===== src/rtl/bus_arbiter.sv =====
// Round-robin arbiter for four bus masters; the owner register parks on the last owner when idle.
// Define BUS_ARB_TIMEOUT_EN to force rotation after MAX_TENURE owned cycles when others wait.
module bus_arbiter #(
    parameter int unsigned MAX_TENURE = 16
) (
    input  logic       clk,
    input  logic       reset,
    input  logic       m0Req_,
    input  logic       m1Req_,
    input  logic       m2Req_,
    input  logic       m3Req_,
    output logic       m0Grnt_,
    output logic       m1Grnt_,
    output logic       m2Grnt_,
    output logic       m3Grnt_,
    output logic [1:0] busOwner
);

    localparam int unsigned N_MASTERS = 4;

    if (MAX_TENURE < 2 || MAX_TENURE > 256) begin : g_tenure_range
        $error("bus_arbiter: MAX_TENURE must be in 2..256");
    end

    typedef enum logic [1:0] {
        OWNER_0 = 2'd0,
        OWNER_1 = 2'd1,
        OWNER_2 = 2'd2,
        OWNER_3 = 2'd3
    } owner_t;

    owner_t                 state;
    owner_t                 state_nxt;
    logic [N_MASTERS-1:0]   req;
    logic [N_MASTERS-1:0]   others_req;
    logic [N_MASTERS-1:0]   grnt_n;
    logic                   rotate;

    assign req = {~m3Req_, ~m2Req_, ~m1Req_, ~m0Req_};
    assign others_req = req & ~(N_MASTERS'(1) << state);

`ifdef BUS_ARB_TIMEOUT_EN
    localparam logic [7:0] TENURE_LAST = 8'(MAX_TENURE - 1);

    logic [7:0] tenure;

    // Owned-cycle counter; cleared on every hand-over, saturates at the limit.
    always_ff @(posedge clk or posedge reset) begin
        if (reset) begin
            tenure <= '0;
        end else if (state_nxt != state) begin
            tenure <= '0;
        end else if (tenure != TENURE_LAST) begin
            tenure <= tenure + 8'd1;
        end
    end
`endif

    // State register; grants are registered from the same next state so they never glitch.
    always_ff @(posedge clk or posedge reset) begin
        if (reset) begin
            state  <= OWNER_0;
            grnt_n <= 4'b1110;
        end else begin
            state  <= state_nxt;
            grnt_n <= ~(N_MASTERS'(1) << state_nxt);
        end
    end

    // Next owner: hold while the owner requests, otherwise first requester after the owner.
    always_comb begin
        state_nxt = state;
        rotate    = ~req[state];
`ifdef BUS_ARB_TIMEOUT_EN
        if (tenure == TENURE_LAST && |others_req) begin
            rotate = 1'b1;
        end
`endif
        if (rotate) begin
            // Walk from the farthest candidate back so the nearest requester wins.
            for (int k = N_MASTERS - 1; k >= 1; k--) begin
                if (others_req[2'(state + 2'(k))]) begin
                    state_nxt = owner_t'(2'(state + 2'(k)));
                end
            end
        end
    end

    assign busOwner = state;
    assign m0Grnt_  = grnt_n[0];
    assign m1Grnt_  = grnt_n[1];
    assign m2Grnt_  = grnt_n[2];
    assign m3Grnt_  = grnt_n[3];

endmodule


===== config.mk =====
export PLATFORM = sky130hd
export DESIGN_NAME = bus_arbiter
export DESIGN_NICKNAME = d
export VERILOG_FILES = /design/src/rtl/bus_arbiter.sv
export SDC_FILE = /design/constraint.sdc
export NUM_CORES = 1
export LEC_CHECK = 0
export CORE_AREA = 3 3 40 42
export DETAILED_ROUTE_END_ITERATION = 6
export DIE_AREA = 0 0 43 45
export PLACE_DENSITY = 0.75
export SYNTH_ARGS = -nofsm -noshare
export SYNTH_HDL_FRONTEND = slang
export SYNTH_SLANG_ARGS = --single-unit

===== constraint.sdc =====
create_clock -name clk -period 5.55 [get_ports clk]
set_clock_uncertainty 0.2 [all_clocks]
set_input_delay 1.665 -clock clk [delete_from_list [all_inputs] [get_ports clk]]
set_output_delay 1.665 -clock clk [all_outputs]
set_load 0.005 [all_outputs]

==> run_results.csv <==
group,metric,value,unit
run_status,outcome,"finished clean",
sta,worstMarginPinSlew,0.457,ns
sta,finalCritPeriodShare,0.641,
sta,timing.setup.tns,0,ns
setup_path,max_stage_delay,0.50,ns
final_layout,antenna_cells,0,
clocking,cts_tree,"done",
setup_path,crit_arrival,3.52,ns
die,dieArea,0.00194,mm2
place,dp_hpwl,862,um
setup_path,end_kind,"register",
hold_path,min_to,"grnt_n[1]",
final_layout,final_util,0.522,
grt,grt_max_degree,16,
grt,grt_pass1_vias,449,
die,core,0.00128,mm2
yosys,syn_nets,68,
routing,vias,473,
die,die_x,43,um
yosys,ys_warn_count,0,
clocking,cts.path.max_buffers,2,
final_layout,synthToLayoutAreaGrowth,27.0,%
clocking,clk_pin_slew,0.05,ns
clocking,cts_made_buffers,3,
sta,maxSlewViolCount,0,
sta,maxSlewHeadroom,0.695,
place,gp_congestion,0.851,
pwr,ir_worst_vdd,272,uV
hold_path,hold_depth,2,
setup_path,r2r-start,"busOwner[0]",
yosys,ys_seq_area_frac,0.291,
grt,antenna_found_initial,0,
setup_path,crit_type,"input pin to register",
sta,timing.final.crit_period,3.56,ns
setup_path,startpoint_type,"input pin",
setup_path,crit_required,5.51,ns
place,place_inst,82,
clocking,htree_levels,1,
die,ioPinCount,12,
grt,gr-usage-all-layers,0.132,
routing,routed_wl,1.12,mm
clocking,cts_hold_buffers,0,
pwr,leakage,0.000282,uW
setup_path,r2r_cells,7,
pwr,total_power,384,uW
die,start_util,0.411,
yosys,syn-cell-area,528,um2
setup_path,slowest_stage,"clkdlybuf4s50_1",
setup_path,r2r_slack,2.84,ns
die,num_rows,13,
yosys,synthCells,58,
final_layout,final_nets,82,
hold_path,hp-start,"busOwner[1]",
clocking,ctsRootBufferMaster,"clkbuf_4",
hold_path,min_path_type,"register to register",
sta,rsz0062_at_grt,"no",
final_layout,drive_gt1_frac,0.155,
die,fp.dieH,45,um
routing,wl_per_cell,13.0,um
sta,setup_viol,0,
grt,grt_pass1_wl,1.93,mm
sta,fin_ws,1.99,ns
pwr,power_density,573,mW/mm2
sta,max_freq,281,MHz
setup_path,critical_path.top_delay_family,"simple AND/OR/NAND/NOR gates",
place,dp_slack,1.74,ns
yosys,syn_area_per_cell,9.10,um2
setup_path,worstPathCellList,"clkdlybuf4s50_1 -> or2_4 -> mux4_2 -> o311ai_2 -> o21bai_2 -> or2_1",
routing,drtIter0Drc,14,
final_layout,instances_no_fill,86,
clocking,post_cts_buffers,0,
place,portBuffers,11,
grt,grt_remaining_overflow,0,
clocking,cts.sinks,6,
routing,vias_per_cell,5.50,
run,drv_cap,0,
sta,finalHoldViolations,0,
setup_path,path_buf_inv,1,
routing,antenna_left,0,
clocking,cts.repair.resized,0,
setup_path,r2r-end,"grnt_n[2]",
routing,dr.pass1.iters,4,
setup_path,path_max_fanout,6,
clocking,clk_latency,0.24,ns
yosys,yosys_register_bits,6,
yosys,synth_cell_types,30,
routing,drc,0,
cell usage in the layout (no fill, tap or decap), types with 2 or more instances in the layout:
cell             Yosys  final
clkdlybuf4s50_1      0     11
inv_1                7      7
o21ai_0              7      7
or2_1                4      4
ha_1                 4      4
nor2b_1              3      3
nand2_1              3      3
dfrtp_1              3      3
clkbuf_4             0      3
dfstp_2              3      3
mux2i_1              2      2
nor3b_1              2      2
cell type report:
class                      instances  area (um2)
tap                               15        18.8
timing repair buffer              11         110
clock buffer                       4        26.3
sequential                         6         154
multi-input combinational         43         335
inverter                           7        26.3
fill                             120         614
Yosys cell counts (all sizes together):
| cell | count | share of area |
|---|---|---|
| nor3b | 2 | 0.028 |
| ha | 4 | 0.095 |
| nor2 | 1 | 0.0071 |
| o311ai | 2 | 0.047 |
| buf | 2 | 0.024 |
| nor2b | 3 | 0.036 |
| a21o | 1 | 0.014 |
| a21boi | 1 | 0.014 |
| a32oi | 1 | 0.017 |
| o211ai | 1 | 0.014 |
| nor3 | 1 | 0.0095 |
| dfstp | 3 | 0.15 |
| o22ai | 1 | 0.012 |
| mux2i | 2 | 0.038 |
| nand3 | 1 | 0.0095 |
| nand2 | 3 | 0.021 |
| inv | 7 | 0.050 |
| nor4 | 1 | 0.012 |
| o22a | 1 | 0.019 |
| or2 | 5 | 0.064 |
| a222oi | 1 | 0.019 |
| o21ai | 7 | 0.066 |
| mux4 | 1 | 0.043 |
| nor4b | 1 | 0.017 |
| dfrtp | 3 | 0.14 |
| nand2b | 1 | 0.012 |
| o21bai | 1 | 0.021 |
per-layer routing:
layer / GRT usage / wire, um
met5: 0 / 0
met4: 0.0723 / 0
met3: 0.0398 / 76
met2: 0.201 / 542
met1: 0.167 / 502
metrics by stage:
step / hold WS (ns) / instance area [um2]
5_1_grt: 0.870 / 671
3_5_place_dp: 0.759 / 644
6_report: 0.783 / 671
4_1_cts: 0.778 / 671
2_1_floorplan: 0.640 / 528
3_3_place_gp: 0.772 / 644
how the worst max path moves through the flow:
stage / startpoint / to / depth (start not counted)
2_1_floorplan: m0Req_ / grnt_n[2] / 5
3_3_place_gp: m3Req_ / grnt_n[2] / 6
3_5_place_dp: m2Req_ / grnt_n[2] / 6
4_1_cts: m2Req_ / grnt_n[2] / 6
5_1_grt: m2Req_ / grnt_n[2] / 6
6_report: m2Req_ / grnt_n[2] / 6
worst reg2reg max path: stages (launching register included):
cell and delay (ns):
dfrtp_1 0.55, inv_1 0.21, ha_1 0.29, or2_1 0.28, mux4_2 0.50, o311ai_2 0.25, o21bai_2 0.13, or2_1 0.22
state kept, by name (all words and copies together) (netlist names):
name / cells
grnt_n: 4
busOwner: 2
logic make-up after synthesis:
family                   count (synthesis)  share of synthesized area
AND/OR/NAND/NOR                         19                      0.216
AO/OA/AOI/OAI                           17                      0.244
buffers and inverters                    9                     0.0735
flip-flops                               6                      0.291
adder cells (fa/ha/maj)                  4                     0.0948
multiplexers                             3                     0.0806
power by group:
part	switching, uW	total (uW)	internal [uW]
Sequential	29.7	100	70.4
Clock	15.4	42.6	27.2
Combinational	117	242	125
Total	162	384	223
Power figures use the tool's default switching activity.
==> RTL change (same flow settings) <==
Register the inputs `m0Req_`, `m1Req_`, `m2Req_` and `m3Req_` before use, with the module's reset. The logic sees them one clock later.
--- a/src/rtl/bus_arbiter.sv
+++ b/src/rtl/bus_arbiter.sv
@@ -18,6 +18,25 @@
 
     localparam int unsigned N_MASTERS = 4;
 
+    logic m0Req__q;
+    logic m1Req__q;
+    logic m2Req__q;
+    logic m3Req__q;
+
+    always_ff @(posedge clk or posedge reset) begin
+        if (reset) begin
+            m0Req__q <= '0;
+            m1Req__q <= '0;
+            m2Req__q <= '0;
+            m3Req__q <= '0;
+        end else begin
+            m0Req__q <= m0Req_;
+            m1Req__q <= m1Req_;
+            m2Req__q <= m2Req_;
+            m3Req__q <= m3Req_;
+        end
+    end
+
     if (MAX_TENURE < 2 || MAX_TENURE > 256) begin : g_tenure_range
         $error("bus_arbiter: MAX_TENURE must be in 2..256");
     end
@@ -36,7 +55,7 @@
     logic [N_MASTERS-1:0]   grnt_n;
     logic                   rotate;
 
-    assign req = {~m3Req_, ~m2Req_, ~m1Req_, ~m0Req_};
+    assign req = {~m3Req__q, ~m2Req__q, ~m1Req__q, ~m0Req__q};
     assign others_req = req & ~(N_MASTERS'(1) << state);
 
 `ifdef BUS_ARB_TIMEOUT_EN
Behaviour: not the same (a bounded check fails within 4 cycles, from zero or initial values and one cycle with reset high).
==> RTL change against the unedited design <==
- sequential power up 32%
- sequential cell count up 4
- worst setup slack better by 0.22 ns
- final area up 16%
- critical path depth down 5
- utilization up 8.6 points
- total power up 13%
- largest cell class unchanged
- area after synthesis up 19%
- sequential share of layout area up 9.6 points
- routed wire length up 3.2%
==> RTL change: results (changes against the unedited design) <==
[synth]
syn_area_per_cell_um2=10.1  ; +11%
synth.top_cells.by_count=7 x dfrtp_1, 7 x inv_1, 7 x o21ai_0
synth_compound_area_frac=0.205  ; -0.0389
synthAdderAreaFrac=0.0797  ; -0.0151
synth_fp_nets=72  ; +5.9%

[hold_path]
holdPathEnd=busOwner[0]
min_path_cells=4  ; +2
min_from=m0Req__q

[drt]
wl_per_cell_um=12.9  ; -1.4%
dr.first_iter.drc_count=15  ; +1
vias=512  ; +8.2%
met1_length_um=461  ; -8.2%
met3_length_um=78  ; +2.6%

[power_and_ir_drop]
p_switching_mw=0.168  ; +3.6%
ir_drop_mv=0.323  ; +19%

[setup_path]
slowest_stage=dfrtp_1
path_max_fanout=15  ; +9
cpLargestDelayFamily=flip-flops
worstPathArrival_ns=1.47  ; -2.05 ns
crit_path_max_incr_delay_ns=0.62  ; +0.12 ns

[timing]
fin_hold_ws_ns=0.653  ; -0.131 ns

[global_route]
grt_pass1_wl_um=1980  ; +2.5%
gr-usage-all-layers=0.140  ; +0.00837
first_global_vias=468  ; +4.2%

[run_status]
status=finished, final reports clean

[place]
place.gp.congestion=0.861  ; +1.1%
dp.cells=86  ; +4.9%
post-place-ws_ns=2.50  ; +0.761 ns

[clock_network]
clk_latency_ns=0.26  ; +0.02 ns

RTL change: metrics by stage:
stage / cell area (µm²) / power [mW]
floorplan: 628 / 0.302
global placement: 744 / 0.368
detailed placement: 744 / 0.372
CTS: 781 / 0.437
global route: 781 / 0.472
finish: 781 / 0.433
RTL change: worst max path at each step:
| stage | startpoint | end | slack, ns | depth (start not counted) |
|---|---|---|---|---|
| after global routing | busOwner[1] | busOwner[1] | 2.16 | 1 |
| final | busOwner[1] | busOwner[1] | 2.21 | 1 |
| after detailed placement | busOwner[1] | busOwner[1] | 2.50 | 1 |
| after floorplan | busOwner[1] | grnt_n[2] | 3.09 | 8 |
| after global placement | busOwner[1] | busOwner[1] | 2.52 | 1 |
| after CTS | busOwner[1] | busOwner[1] | 2.21 | 1 |
RTL change: cell type report:
type	instances	share of cell area
clock buffer	4	0.0465
multi-input combinational	43	0.429
tap	15	0.0240
timing repair buffer	11	0.141
sequential	10	0.325
inverter	7	0.0337
RTL change: kinds of logic (layout without fill, tap and decap cells):
kind of cell,Yosys count,in the layout
DFF,10,10
muxes,3,3
buffers and inverters,9,22
and+or+nand+nor,19,19
AOI/OAI and AO/OA,17,17
adders and majority gates,4,4
RTL change: metal layers:
metal  global-route usage  vias up
met4                0.108        0
met3               0.0199        4
li1                     -      246
met1                0.153      244
met2                0.246       18
met5                    0        -
RTL change: power by group through the flow:
stage	Sequential (mW)	Combinational (mW)	Clock, mW
after global routing	0.135	0.268	0.0687
after global placement	0.131	0.237	0
after floorplan	0.118	0.185	0
after CTS	0.132	0.240	0.0651
final	0.132	0.239	0.0623
after detailed placement	0.133	0.239	0
